$ cat src/rtl/decode_pkg.sv
// -----------------------------------------------------------------------------
// decode_pkg
// Shared types and constants for the decode_scan block.
//   state_t     : FSM states BLANK / DIRECT / SCAN
//   MODE_DIRECT : value of the mode input selecting direct decode
//   MODE_SCAN   : value of the mode input selecting auto-scan
//   next_state(): next-state rule, evaluated every cycle
// -----------------------------------------------------------------------------
package decode_pkg;

    typedef enum logic [1:0] {
        BLANK  = 2'd0,
        DIRECT = 2'd1,
        SCAN   = 2'd2
    } state_t;

    localparam logic MODE_DIRECT = 1'b0;
    localparam logic MODE_SCAN   = 1'b1;

    // The state follows enable/mode directly; there are no sticky transitions.
    function automatic state_t next_state(input logic enable, input logic mode);
        if (!enable)
            return BLANK;
        else if (mode == MODE_SCAN)
            return SCAN;
        else
            return DIRECT;
    endfunction

endpackage

$ cat src/rtl/decode_scan_timer.sv
// -----------------------------------------------------------------------------
// scan_timer
// Dwell counter for the scan walk. Each index is held dwell+1 cycles.
// Ports:
//   clk   : rising-edge clock
//   rst_n : synchronous active-low reset, clears the counter
//   clear : restart the dwell period (takes priority over run)
//   run   : count this cycle
//   dwell : extra cycles per step
//   step  : high on the cycle whose edge should advance the index
// -----------------------------------------------------------------------------
module scan_timer #(
    parameter int DWELL_W = 8
) (
    input  logic               clk,
    input  logic               rst_n,
    input  logic               clear,
    input  logic               run,
    input  logic [DWELL_W-1:0] dwell,
    output logic               step
);

    logic [DWELL_W-1:0] r_cnt;
    logic               w_hit;

    // Equality only: if dwell drops below the running count, the counter rolls
    // over through 2**DWELL_W and meets dwell again, so it can never stall.
    assign w_hit = (r_cnt == dwell);
    assign step  = run && !clear && w_hit;

    always_ff @(posedge clk) begin
        if (!rst_n) begin
            r_cnt <= '0;
        end else if (clear) begin
            r_cnt <= '0;
        end else if (run) begin
            if (w_hit)
                r_cnt <= '0;
            else
                r_cnt <= r_cnt + DWELL_W'(1);
        end
    end

endmodule

$ cat src/rtl/decode_scan.sv
// -----------------------------------------------------------------------------
// decode_scan
// Registered N-to-2**N one-hot decoder with a blanking state and an automatic
// scan mode that walks the index with a programmable dwell.
// Ports:
//   clk       : rising-edge clock
//   rst_n     : synchronous active-low reset
//   enable    : 0 blanks the output
//   mode      : 0 = DIRECT, 1 = SCAN
//   in_valid  : qualifies a in DIRECT
//   a         : select index
//   dwell     : extra cycles each index is held in SCAN
//   z         : registered one-hot decode (0 when blanked)
//   idx       : index currently decoded
//   wrap      : one-cycle pulse when SCAN steps from OUT_W-1 to 0
//   dbg_state : current FSM state, for observation only
// Handshake: in_valid is a single-cycle qualifier with no ready; a code is
// taken on an edge where in_valid=1 and the next state is DIRECT, and is
// visible on z/idx right after that edge.
// -----------------------------------------------------------------------------
module decode_scan
    import decode_pkg::*;
#(
    parameter int N       = 2,
    parameter int DWELL_W = 8
) (
    input  logic               clk,
    input  logic               rst_n,
    input  logic               enable,
    input  logic               mode,
    input  logic               in_valid,
    input  logic [N-1:0]       a,
    input  logic [DWELL_W-1:0] dwell,
    output logic [2**N-1:0]    z,
    output logic [N-1:0]       idx,
    output logic               wrap,
    output state_t             dbg_state
);

    localparam int OUT_W = 2**N;

    state_t           r_state;
    logic [OUT_W-1:0] r_z;
    logic [N-1:0]     r_idx;
    logic             r_wrap;

    state_t           w_next;
    logic             w_scan_entry;
    logic             w_scan_run;
    logic             w_step;
    logic [N-1:0]     w_idx_inc;
    logic [OUT_W-1:0] w_hot_a;
    logic [OUT_W-1:0] w_hot_idx;
    logic [OUT_W-1:0] w_hot_inc;

    // Decisions are taken on the next state so that a mode change and an
    // in_valid on the same cycle are governed by the new mode.
    assign w_next       = next_state(enable, mode);
    assign w_scan_entry = (w_next == SCAN) && (r_state != SCAN);
    assign w_scan_run   = (w_next == SCAN) && (r_state == SCAN);

    // OUT_W is a power of two, so plain N-bit addition wraps modulo OUT_W.
    assign w_idx_inc = r_idx + N'(1);
    assign w_hot_a   = OUT_W'(1) << a;
    assign w_hot_idx = OUT_W'(1) << r_idx;
    assign w_hot_inc = OUT_W'(1) << w_idx_inc;

    scan_timer #(
        .DWELL_W (DWELL_W)
    ) u_timer (
        .clk   (clk),
        .rst_n (rst_n),
        .clear (w_scan_entry),
        .run   (w_scan_run),
        .dwell (dwell),
        .step  (w_step)
    );

    always_ff @(posedge clk) begin
        if (!rst_n) begin
            r_state <= BLANK;
            r_z     <= '0;
            r_idx   <= '0;
            r_wrap  <= 1'b0;
        end else begin
            r_state <= w_next;
            r_wrap  <= 1'b0;
            case (w_next)
                BLANK: begin
                    r_z <= '0;
                end
                DIRECT: begin
                    if (in_valid) begin
                        r_idx <= a;
                        r_z   <= w_hot_a;
                    end else begin
                        // Re-derived from idx so a return from BLANK restores z.
                        r_z <= w_hot_idx;
                    end
                end
                SCAN: begin
                    if (w_step) begin
                        r_idx  <= w_idx_inc;
                        r_z    <= w_hot_inc;
                        r_wrap <= &r_idx;
                    end else begin
                        r_z <= w_hot_idx;
                    end
                end
                default: begin
                    r_z <= '0;
                end
            endcase
        end
    end

    assign z         = r_z;
    assign idx       = r_idx;
    assign wrap      = r_wrap;
    assign dbg_state = r_state;

endmodule

$ cat config.mk
export PLATFORM = sky130hd
export DESIGN_NAME = decode_scan
export DESIGN_NICKNAME = d
export VERILOG_FILES = /design/src/rtl/decode_pkg.sv /design/src/rtl/decode_scan_timer.sv /design/src/rtl/decode_scan.sv
export SDC_FILE = /design/constraint.sdc
export NUM_CORES = 1
export LEC_CHECK = 0
export CAP_MARGIN = 30
export CORE_MARGIN = 4
export CORE_UTILIZATION = 35
export CTS_CLUSTER_DIAMETER = 150
export DETAILED_ROUTE_END_ITERATION = 6
export PLACE_DENSITY = 0.7
export SYNTH_ARGS = -nofsm -noshare
export SYNTH_HDL_FRONTEND = slang
export SYNTH_SLANG_ARGS = --single-unit
$ cat constraint.sdc
create_clock -name clk -period 5.4 [get_ports clk]
set_clock_uncertainty 0.2 [all_clocks]
set_input_delay 1.08 -clock clk [delete_from_list [all_inputs] [get_ports clk]]
set_output_delay 1.08 -clock clk [all_outputs]
set_load 0.02 [all_outputs]
After elaboration in Yosys (flattened, before gate mapping)
Cells that the tools add are included.

Add/sub/neg operators: 2. Equality and inequality tests: 7. Shift-type cells: 3. Muxes and demuxes: 9. Bitwise logic cells: 1. Reductions and logical operators: 10.

Operators with widths (count): 1-bit by 2-bit << shifter with 4-bit output, first input constant (3); 8-bit by 1-bit adder with 8-bit output, second input constant (1); 8-bit == test (1); 2-bit two-way mux (4); 4-bit two-way mux (2); 8-bit two-way mux (1); 4-bit one-hot mux with 2 select lines (1); 3-bit AND reduction (2); 2-bit == test, second input constant (2); 1-bit logical AND (4); 2-bit inequality test, second input constant (2); 2-bit one-hot mux with 2 select lines (1); 2-bit by 1-bit adder with 2-bit output, second input constant (1); 2-bit by 1-bit == test with 1-bit output, second input constant (1); 2-bit by 1-bit inequality test with 1-bit output, second input constant (1); 2-bit AND reduction (1); 2-bit nonzero test (1); 2-bit OR reduction (1); 1-bit logical NOT (1); 1-bit NOT (1).

Register bits after elaboration: 17. Logic and storage cells: 37.

Depth between registers and ports, before layout
Gate-level depths: netlist of the first run.

Depth after elaboration: 9. Depth in mapped cells: 7.

Hierarchy
From an unflattened synthesis of the first run, not the netlist that was laid out.

Cells, all modules: 106. Area total of the unflattened synthesis: 980.9 µm².

By module, submodules not included: decode_scan (instances 1, cells an instance 57, area an instance 540.5 µm², seq. area each 180.2 µm²); scan_timer (instances 1, cells an instance 49, area an instance 440.4 µm², seq. area each 160.2 µm²).

Worst setup path before layout of the first run
No wires, ideal clock.

Kind: input to register. From: input enable. To: register r_idx[1], in the netlist idx[1]. Library setup time: 0.128 ns. Arrival time: 2.300 ns. Data required time: 5.072 ns. Setup slack: 2.772 ns. Stages on the path: 7. Path buffers: 2. Path through: and4b_1 -> buf_4 -> nand3_2 -> or4_4 -> buf_6 -> a221oi_1 -> a311oi_1.

Word-level cells in the longest chain between the ends: 8. Elaborated cells on any way between the ends: 13. Those cells by class: eq/ne (4); mux (2); reduce/logical (7).

Ends and longest elaborated chain: start: declaration (line decode_scan.sv:29) `input logic enable,`; 2-bit two-way mux (*) (line decode_pkg.sv:22) `if (!enable)`; 2-bit == test (line decode_scan.sv:59, decode_scan.sv:60, decode_scan.sv:88); 1-bit logical AND (line decode_scan.sv:59) `assign w_scan_entry = (w_next == SCAN) && (r_state != SCAN);`; 1-bit logical NOT (line decode_scan_timer.sv:29) `assign step = run && !clear && w_hit;`; 1-bit logical AND (2 in a row) (line decode_scan_timer.sv:29); 2-bit by 1-bit inequality test with 1-bit output (no source line); 3-bit AND reduction (no source line); end signal: assignment (line decode_scan.sv:103) `r_idx <= w_idx_inc;`; end: declaration (line decode_scan.sv:44) `logic [N-1:0] r_idx;`.

Mark *: on every way between the ends. The rest lies on a longest branch, timed or not. A chain may end at the register's enable or synchronous reset.

Worst setup path in the final report of the first run
From: input enable. To: register u_timer.r_cnt[1].

Word-level cells in the longest chain between the ends: 4. Elaborated cells on any way between the ends: 5. Those cells by class: eq/ne (1); mux (1); reduce/logical (3).

Ends and longest elaborated chain: 2-bit two-way mux (*) (line decode_pkg.sv:22); 2-bit == test (*) (line decode_scan.sv:59, decode_scan.sv:60); 1-bit logical AND (line decode_scan.sv:59); 2-bit OR reduction (no source line); end signal: assignment (line decode_scan_timer.sv:40) `r_cnt <= r_cnt + DWELL_W'(1);`; end: declaration (line decode_scan_timer.sv:23) `logic [DWELL_W-1:0] r_cnt;`.

Marks and branches as above.

==> results of run 1 <==
[synth_stat cells, types with 2 or more instances]
cell	instances
xor2_1	7
and4_1	2
nand4_1	2
xnor2_1	8
nor2_1	9
nand3_1	5
ha_1	7
mux2i_1	5
dfxtp_1	17
and3_1	4
inv_1	5
a21oi_1	2
o22ai_1	2
nand2_1	7
nor2b_1	6
[layout make-up]
cell class,count,area [um^2],area share [%]
clock buffers,3,22.5,1.83
clock inverters,1,5.00,0.406
inverters,5,18.8,1.52
multi-input cells,79,579,47.0
flip-flops and latches,17,340,27.6
well taps,30,37.5,3.04
repair buffers,23,230,18.7
[worst min-delay path, delay by kind of cell (launching register included)]
family           cells  cell delay [ps]
AND/OR/NAND/NOR      1               70
XOR/XNOR             1               80
flip-flops           1              370
[flip-flops by register name, indices dropped and copies added (netlist names)]
signal	count
z	4
dbg_state	2
u_timer.r_cnt	8
wrap	1
idx	2
[metal layers]
| layer | global-route usage (%) | up-vias | wire, um | share of wire [%] |
|---|---|---|---|---|
| met2 | 21.5 | 25 | 953 | 46 |
| li1 | - | 410 | - | - |
| met4 | 3.80 | 0 | 9 | 0.44 |
| met5 | 0 | - | 0 | 0 |
| met3 | 4.04 | 2 | 173 | 8.4 |
| met1 | 15.3 | 358 | 920 | 45 |
[power groups by stage]
stage / clock network (uW) / logic, uW / registers, uW
CTS: 68.7 / 41.9 / 131
floorplan: 0 / 17.2 / 136
global placement: 0 / 41.4 / 134
finish: 64.8 / 41.5 / 131
global route: 74.5 / 46.1 / 131
detailed placement: 0 / 41.6 / 134
[path summary, 6_finish.rpt]
| path | slack (ps) | to | cells past startpoint | startpoint |
|---|---|---|---|---|
| setup / recovery | 2210 | u_timer.r_cnt[1]$_SDFFE_PP0P_ | 6 | enable |
| hold / removal | 360 | u_timer.r_cnt[7]$_SDFFE_PP0P_ | 2 | u_timer.r_cnt[7]$_SDFFE_PP0P_ |
| setup reg to reg | 3270 | u_timer.r_cnt[1]$_SDFFE_PP0P_ | 5 | dbg_state[0]$_SDFF_PN0_ |
| hold reg to reg | 360 | u_timer.r_cnt[7]$_SDFFE_PP0P_ | 2 | u_timer.r_cnt[7]$_SDFFE_PP0P_ |
[stage by stage]
stage / setup WS (ps) / util, % / total power [uW]
6_report: 2210 / 48.5 / 237
3_3_place_gp: 1990 / 47.4 / 175
5_1_grt: 2110 / 48.5 / 252
3_5_place_dp: 1900 / 47.4 / 175
4_1_cts: 2220 / 48.5 / 241
2_1_floorplan: 2770 / - / 153
[cell usage in the layout (no fill, tap or decap)]
master and n:
ha_1 7, xor2_1 7, clkdlybuf4s50_1 23, clkinv_2 1
o22ai_1 2, nor3_1 1, and3_1 4, nand4_1 2
and4b_1 1, a311oi_1 1, mux2i_1 5, nor2_1 9
nand3_1 5, nor3_2 1, a31oi_1 1, mux2_2 1
inv_1 5, nor2b_1 6, clkbuf_4 3, a21oi_1 2
xnor2_1 8, nand3_2 1, o21ai_0 1, and4_1 2
a211oi_1 1, o211ai_1 1, a221oi_1 1, nand2_1 7
o221ai_1 1, or4_4 1, dfxtp_1 17
[cell families (layout without fill, tap and decap cells)]
kind of cell    after synthesis  count (layout)  synth area share, %
buf+inv                       8              32                 4.30
flops                        17              17                 35.4
fa+ha+maj                     7               7                 9.11
simple gates                 40              40                 23.3
mux                           6               6                 6.38
xor+xnor                     15              15                 13.7
compound gates               11              11                 7.81
==> metrics.txt, run 1 <==
Initial Utilization between 30 and 40%; CTS tree built; # clock sinks 17; Mapped Cells ~100; slowest CP cell clkdlybuf4s50_1; row count 18; post-CTS sizing 0; Port Buf Inserts 23; peak supply drop between 0.1 and 0.15 mV; Slew @ Worst Pin approximately 620 ps; cells along the critical path clkdlybuf4s50_1 > and4b_1 > nand3_2 > or4_4 > o211ai_1 > nor3_1; Net Sw Frac between 20% and 30%; TritonCTS buffer count 3; delay of the slowest cell on the worst path around 600 ps; Hold-fix buffers, CTS 0; setup TNS 0 ps; Max Freq 0.314 GHz; Setup Viol. Count Final 0; switching power ~60 uW; CTS H-tree depth 1; Top Ports 24; Syn-to-layout area delta 28.4%; total of max-cap violations 0; EDFF count, synth 0; ranking of synthesized cells by area dfxtp_1 (35%), ha_1 (9.1%), xnor2_1 (7.3%), xor2_1 (6.4%), mux2i_1 (5.2%); critical path's top delay family simple AND/OR/NAND/NOR gates; Finished Cell Area ~1200 um^2; Root Buffer clkbuf_4; final hold slack 356 ps; Gate power share approximately 18%; relative slew slack between 50% and 60%; final cycle utilization of the critical path 59.0%; Non-Filler Instances ~160; Buf/Inv on CP 1; Pint 178 uW; crit path DAT ~3100 ps; Leakage roughly 0.00050 uW; crit path kind in2reg; final net count roughly 150; DRC violations left 0; final hold violation count 0; initial DRC count 15; pwr dens between 150 and 200 nW/um^2; first-pass detailed-route iteration total 4; synthesized area per cell slightly above 9 um^2; top_reg_cell synth dfxtp_1; core area 2540 um^2; final slew viol count 0; vias in the first global route just over 800; Synth Cell Area 961 um^2; Setup crit start kind primary input; post-synth top area share 35.4%; post-CTS setup-driven buffer insertion count 0; Async S/R FF share, synth 0%; CP endpoint kind flip-flop; Clock Pin Slew Worst Setup and Hold Paths 90 ps; Remaining Overflow, GRT 0; status finished, final reports clean; Syn. warnings 0; WL/cell 13.0 um; Die ar. 3650 um^2; clock network power share a little over a quarter; final WL between 2 and 2.5 mm; share of layout cells above drive strength 1 roughly 6.3%; # diodes 0; clock buffer depth 2; Yosys cell types 31; RSZ-0062 raised after global routing no; Seq/Total Area, Yosys 35.4%; Syn Nets ~130; Seq pwr share 55.2%; initial antenna violation count 0; min cycle time layout 3190 ps; Tot GR Track Use between 10% and 20%; Hold/Removal Path Class reg2reg; routability cong. ~0.92; drt via density 5.03; CP required 5350 ps; clk_lat worst skew around 280 ps; Routed Antenna Nets 0; Seq cells post-synth 17; Die Span Y between 60 and 70 um; Crit Path Max Fanout 11; DR vias 795; placed inst area 1210 um^2; Fillers ~260; area leader, netlist dfxtp_1; first-pass GRT wire length 3.48 mm; pin count of the biggest net entering global routing 12; Die X between 60 and 70 um; DP Wirelength approximately 1.7 mm; Cells after DPL around 150
(Power assumes the default switching activity.)
==> inputs of run 2 (changes only) <==
--- a/config.mk
+++ b/config.mk
@@ -10,7 +10,7 @@
 export CORE_UTILIZATION = 35
 export CTS_CLUSTER_DIAMETER = 150
 export DETAILED_ROUTE_END_ITERATION = 6
-export PLACE_DENSITY = 0.7
+export PLACE_DENSITY = 0.72
 export SYNTH_ARGS = -nofsm -noshare
 export SYNTH_HDL_FRONTEND = slang
 export SYNTH_SLANG_ARGS = --single-unit
==> constraint.sdc (replaced) <==
create_clock -name clk -period 2.7 [get_ports clk]
set_clock_uncertainty 0.2 [all_clocks]
set_input_delay 0.54 -clock clk [delete_from_list [all_inputs] [get_ports clk]]
set_output_delay 0.54 -clock clk [all_outputs]
set_load 0.02 [all_outputs]
==> metrics.txt, run 2 (synthesis gave the netlist of run 1 again) <==
status finished, final reports clean; core area 2540 um^2 (unchanged); CP endpoint kind flip-flop; setup TNS 0 ps (unchanged); worst reg2reg path endpoint u_timer.r_cnt[1]$_SDFFE_PP0P_; flop2flop setup slack 670 ps (-2600 ps); WL/cell 12.8 um (-1.6%); share of layout cells above drive strength 1 9.09% (+2.8 points); # clock sinks 17 (unchanged); DP Wirelength 1.65 mm (-1.5%); Max Freq about 0.43 GHz; Crit Path Max Fanout 8 (-3); final slew viol count 0 (unchanged); RR Startpoint u_timer.r_cnt[3]$_SDFFE_PP0P_; commonest non-fill, non-tap cells in the layout clkdlybuf4s50_1 (23), dfxtp_1 (17), nor2_1 (9); delay of the slowest cell on the worst path 490 ps (-110 ps); CP Capture Point u_timer.r_cnt[1]$_SDFFE_PP0P_; drt via density 5.02 (-0.14%); Initial Utilization 37.8% (unchanged); Syn-to-layout area delta 31.5%; number of flip-flops in the largest register 8 (unchanged); Die ar. 3650 um^2 (unchanged); RSZ-0062 raised after global routing no; final net count 155 (+2.6%); largest reg by FF count u_timer.r_cnt; Hold/Removal Path Class reg2reg; pwr dens 379 nW/um^2 (+97%); Remaining Overflow, GRT 0 (unchanged); Hold-fix buffers, CTS 0 (unchanged); CP required 2650 ps (-2700 ps); final cycle utilization of the critical path a little under nine tenths; final hold violation count 0 (unchanged); final WL 2.07 mm (+0.88%); total of max-cap violations 0 (unchanged); Routed Antenna Nets 0 (unchanged); DR vias 814 (+2.4%); relative slew slack 61.8% (+3.6 points); instance count on the critical path 6 (unchanged); Die X 60.4 um (unchanged); row count 18 (unchanged); Clock Pin Slew Worst Setup and Hold Paths 100 ps (about the same); CTS tree built; routability cong. 0.899 (-2.0%); crit path kind in2reg; clk_lat worst skew 280 ps (about the same); end-of-flow core utilization 49.7% (+1.2 points); Setup crit start kind primary input; Setup Viol. Count Final 0 (unchanged); Buf/Inv on CP 1 (unchanged); cells along the critical path clkdlybuf4s50_1 > and4b_1 > nand3_2 > or4_4 > o211ai_1 > nor3_1; DRC violations left 0 (unchanged); crit path DAT 2280 ps (-860 ps); total power 479 uW (+100%); first-pass GRT wire length 3.44 mm (-0.98%); initial antenna violation count 0 (unchanged); Tot GR Track Use 12.6% (-0.098 points); TritonCTS buffer count 3 (unchanged); critical path's top delay family simple AND/OR/NAND/NOR gates; min cycle time layout between 2000 and 2500 ps; Top Ports 24 (unchanged); r2r worst-path depth 5 (unchanged); Leakage 0.000522 uW (+3.8%); post-CTS sizing 0 (unchanged); Fillers 268 (+4.7%); commonest non-fill, non-tap cell in the layout clkdlybuf4s50_1; initial DRC count 22 (+7); peak supply drop 0.293 mV (+140%); Port Buf Inserts 23 (unchanged); Slew @ Worst Pin 570 ps (-54.2 ps); clock buffer depth 2 (unchanged); # diodes 0 (unchanged); vias in the first global route 814 (+0.25%); Root Buffer clkbuf_4; CTS H-tree depth 1 (unchanged); Die Span Y 60.4 um (unchanged); slowest CP cell clkdlybuf4s50_1; Setup crit start enable; first-pass detailed-route iteration total 4 (unchanged); pin count of the biggest net entering global routing 11 (-1); post-CTS setup-driven buffer insertion count 0 (unchanged)
-- run 2: cell count changes in the layout (fill, tap and decap cells not counted), sizes merged --
cell	delta
buf	+4
-- run 2: report_power, final --
group          internal [uW]  total, uW  switching [uW]
Combinational           46.1       84.6            38.5
Sequential               256        262            5.35
Clock                   54.9        133            77.6
Total                    357        479             121
-- run 2: stage by stage --
stage                     instance area, um^2  std cells  setup slack, ps  hold WS, ps
final                                    1260        162              372          366
after global placement                   1240        158             84.3          339
after floorplan                           961        104              612          300
after CTS                                1260        162              366          367
after global routing                     1260        162              275          418
after detailed placement                 1240        158             53.1          347
-- run 2: layer usage --
metal | share of wire (%) | up-vias | global-route usage (%)
met5 | 0 | - | 0
met4 | 0.24 | 0 | 3.80
met3 | 8.1 | 2 | 3.19
met2 | 46 | 32 | 21.6
met1 | 46 | 362 | 15.5
li1 | - | 418 | -
-- run 2: worst reg2reg max path: stages, from the launching register on --
cell      delay [ps]
dfxtp_1          440
xnor2_1          150
nand4_1          110
or4_4            560
o211ai_1         310
nor3_1           120
-- run 2: final cells by class --
type / count / area [um^2] / area share, %
flip-flops and latches: 17 / 340 / 26.9
inverters: 5 / 18.8 / 1.49
clock inverters: 1 / 5.00 / 0.396
multi-input cells: 79 / 579 / 45.8
clock buffers: 3 / 22.5 / 1.78
well taps: 30 / 37.5 / 2.97
repair buffers: 27 / 260 / 20.6
-- run 2: worst min path at each step --
stage / startpoint / end / slack [ps] / cells past startpoint
global placement: u_timer.r_cnt[7]$_SDFFE_PP0P_ / u_timer.r_cnt[7]$_SDFFE_PP0P_ / 340 / 2
floorplan: u_timer.r_cnt[7]$_SDFFE_PP0P_ / u_timer.r_cnt[7]$_SDFFE_PP0P_ / 300 / 2
CTS: u_timer.r_cnt[1]$_SDFFE_PP0P_ / u_timer.r_cnt[1]$_SDFFE_PP0P_ / 370 / 2
global route: u_timer.r_cnt[6]$_SDFFE_PP0P_ / u_timer.r_cnt[6]$_SDFFE_PP0P_ / 420 / 2
finish: u_timer.r_cnt[7]$_SDFFE_PP0P_ / u_timer.r_cnt[7]$_SDFFE_PP0P_ / 370 / 2
detailed placement: u_timer.r_cnt[7]$_SDFFE_PP0P_ / u_timer.r_cnt[7]$_SDFFE_PP0P_ / 350 / 2
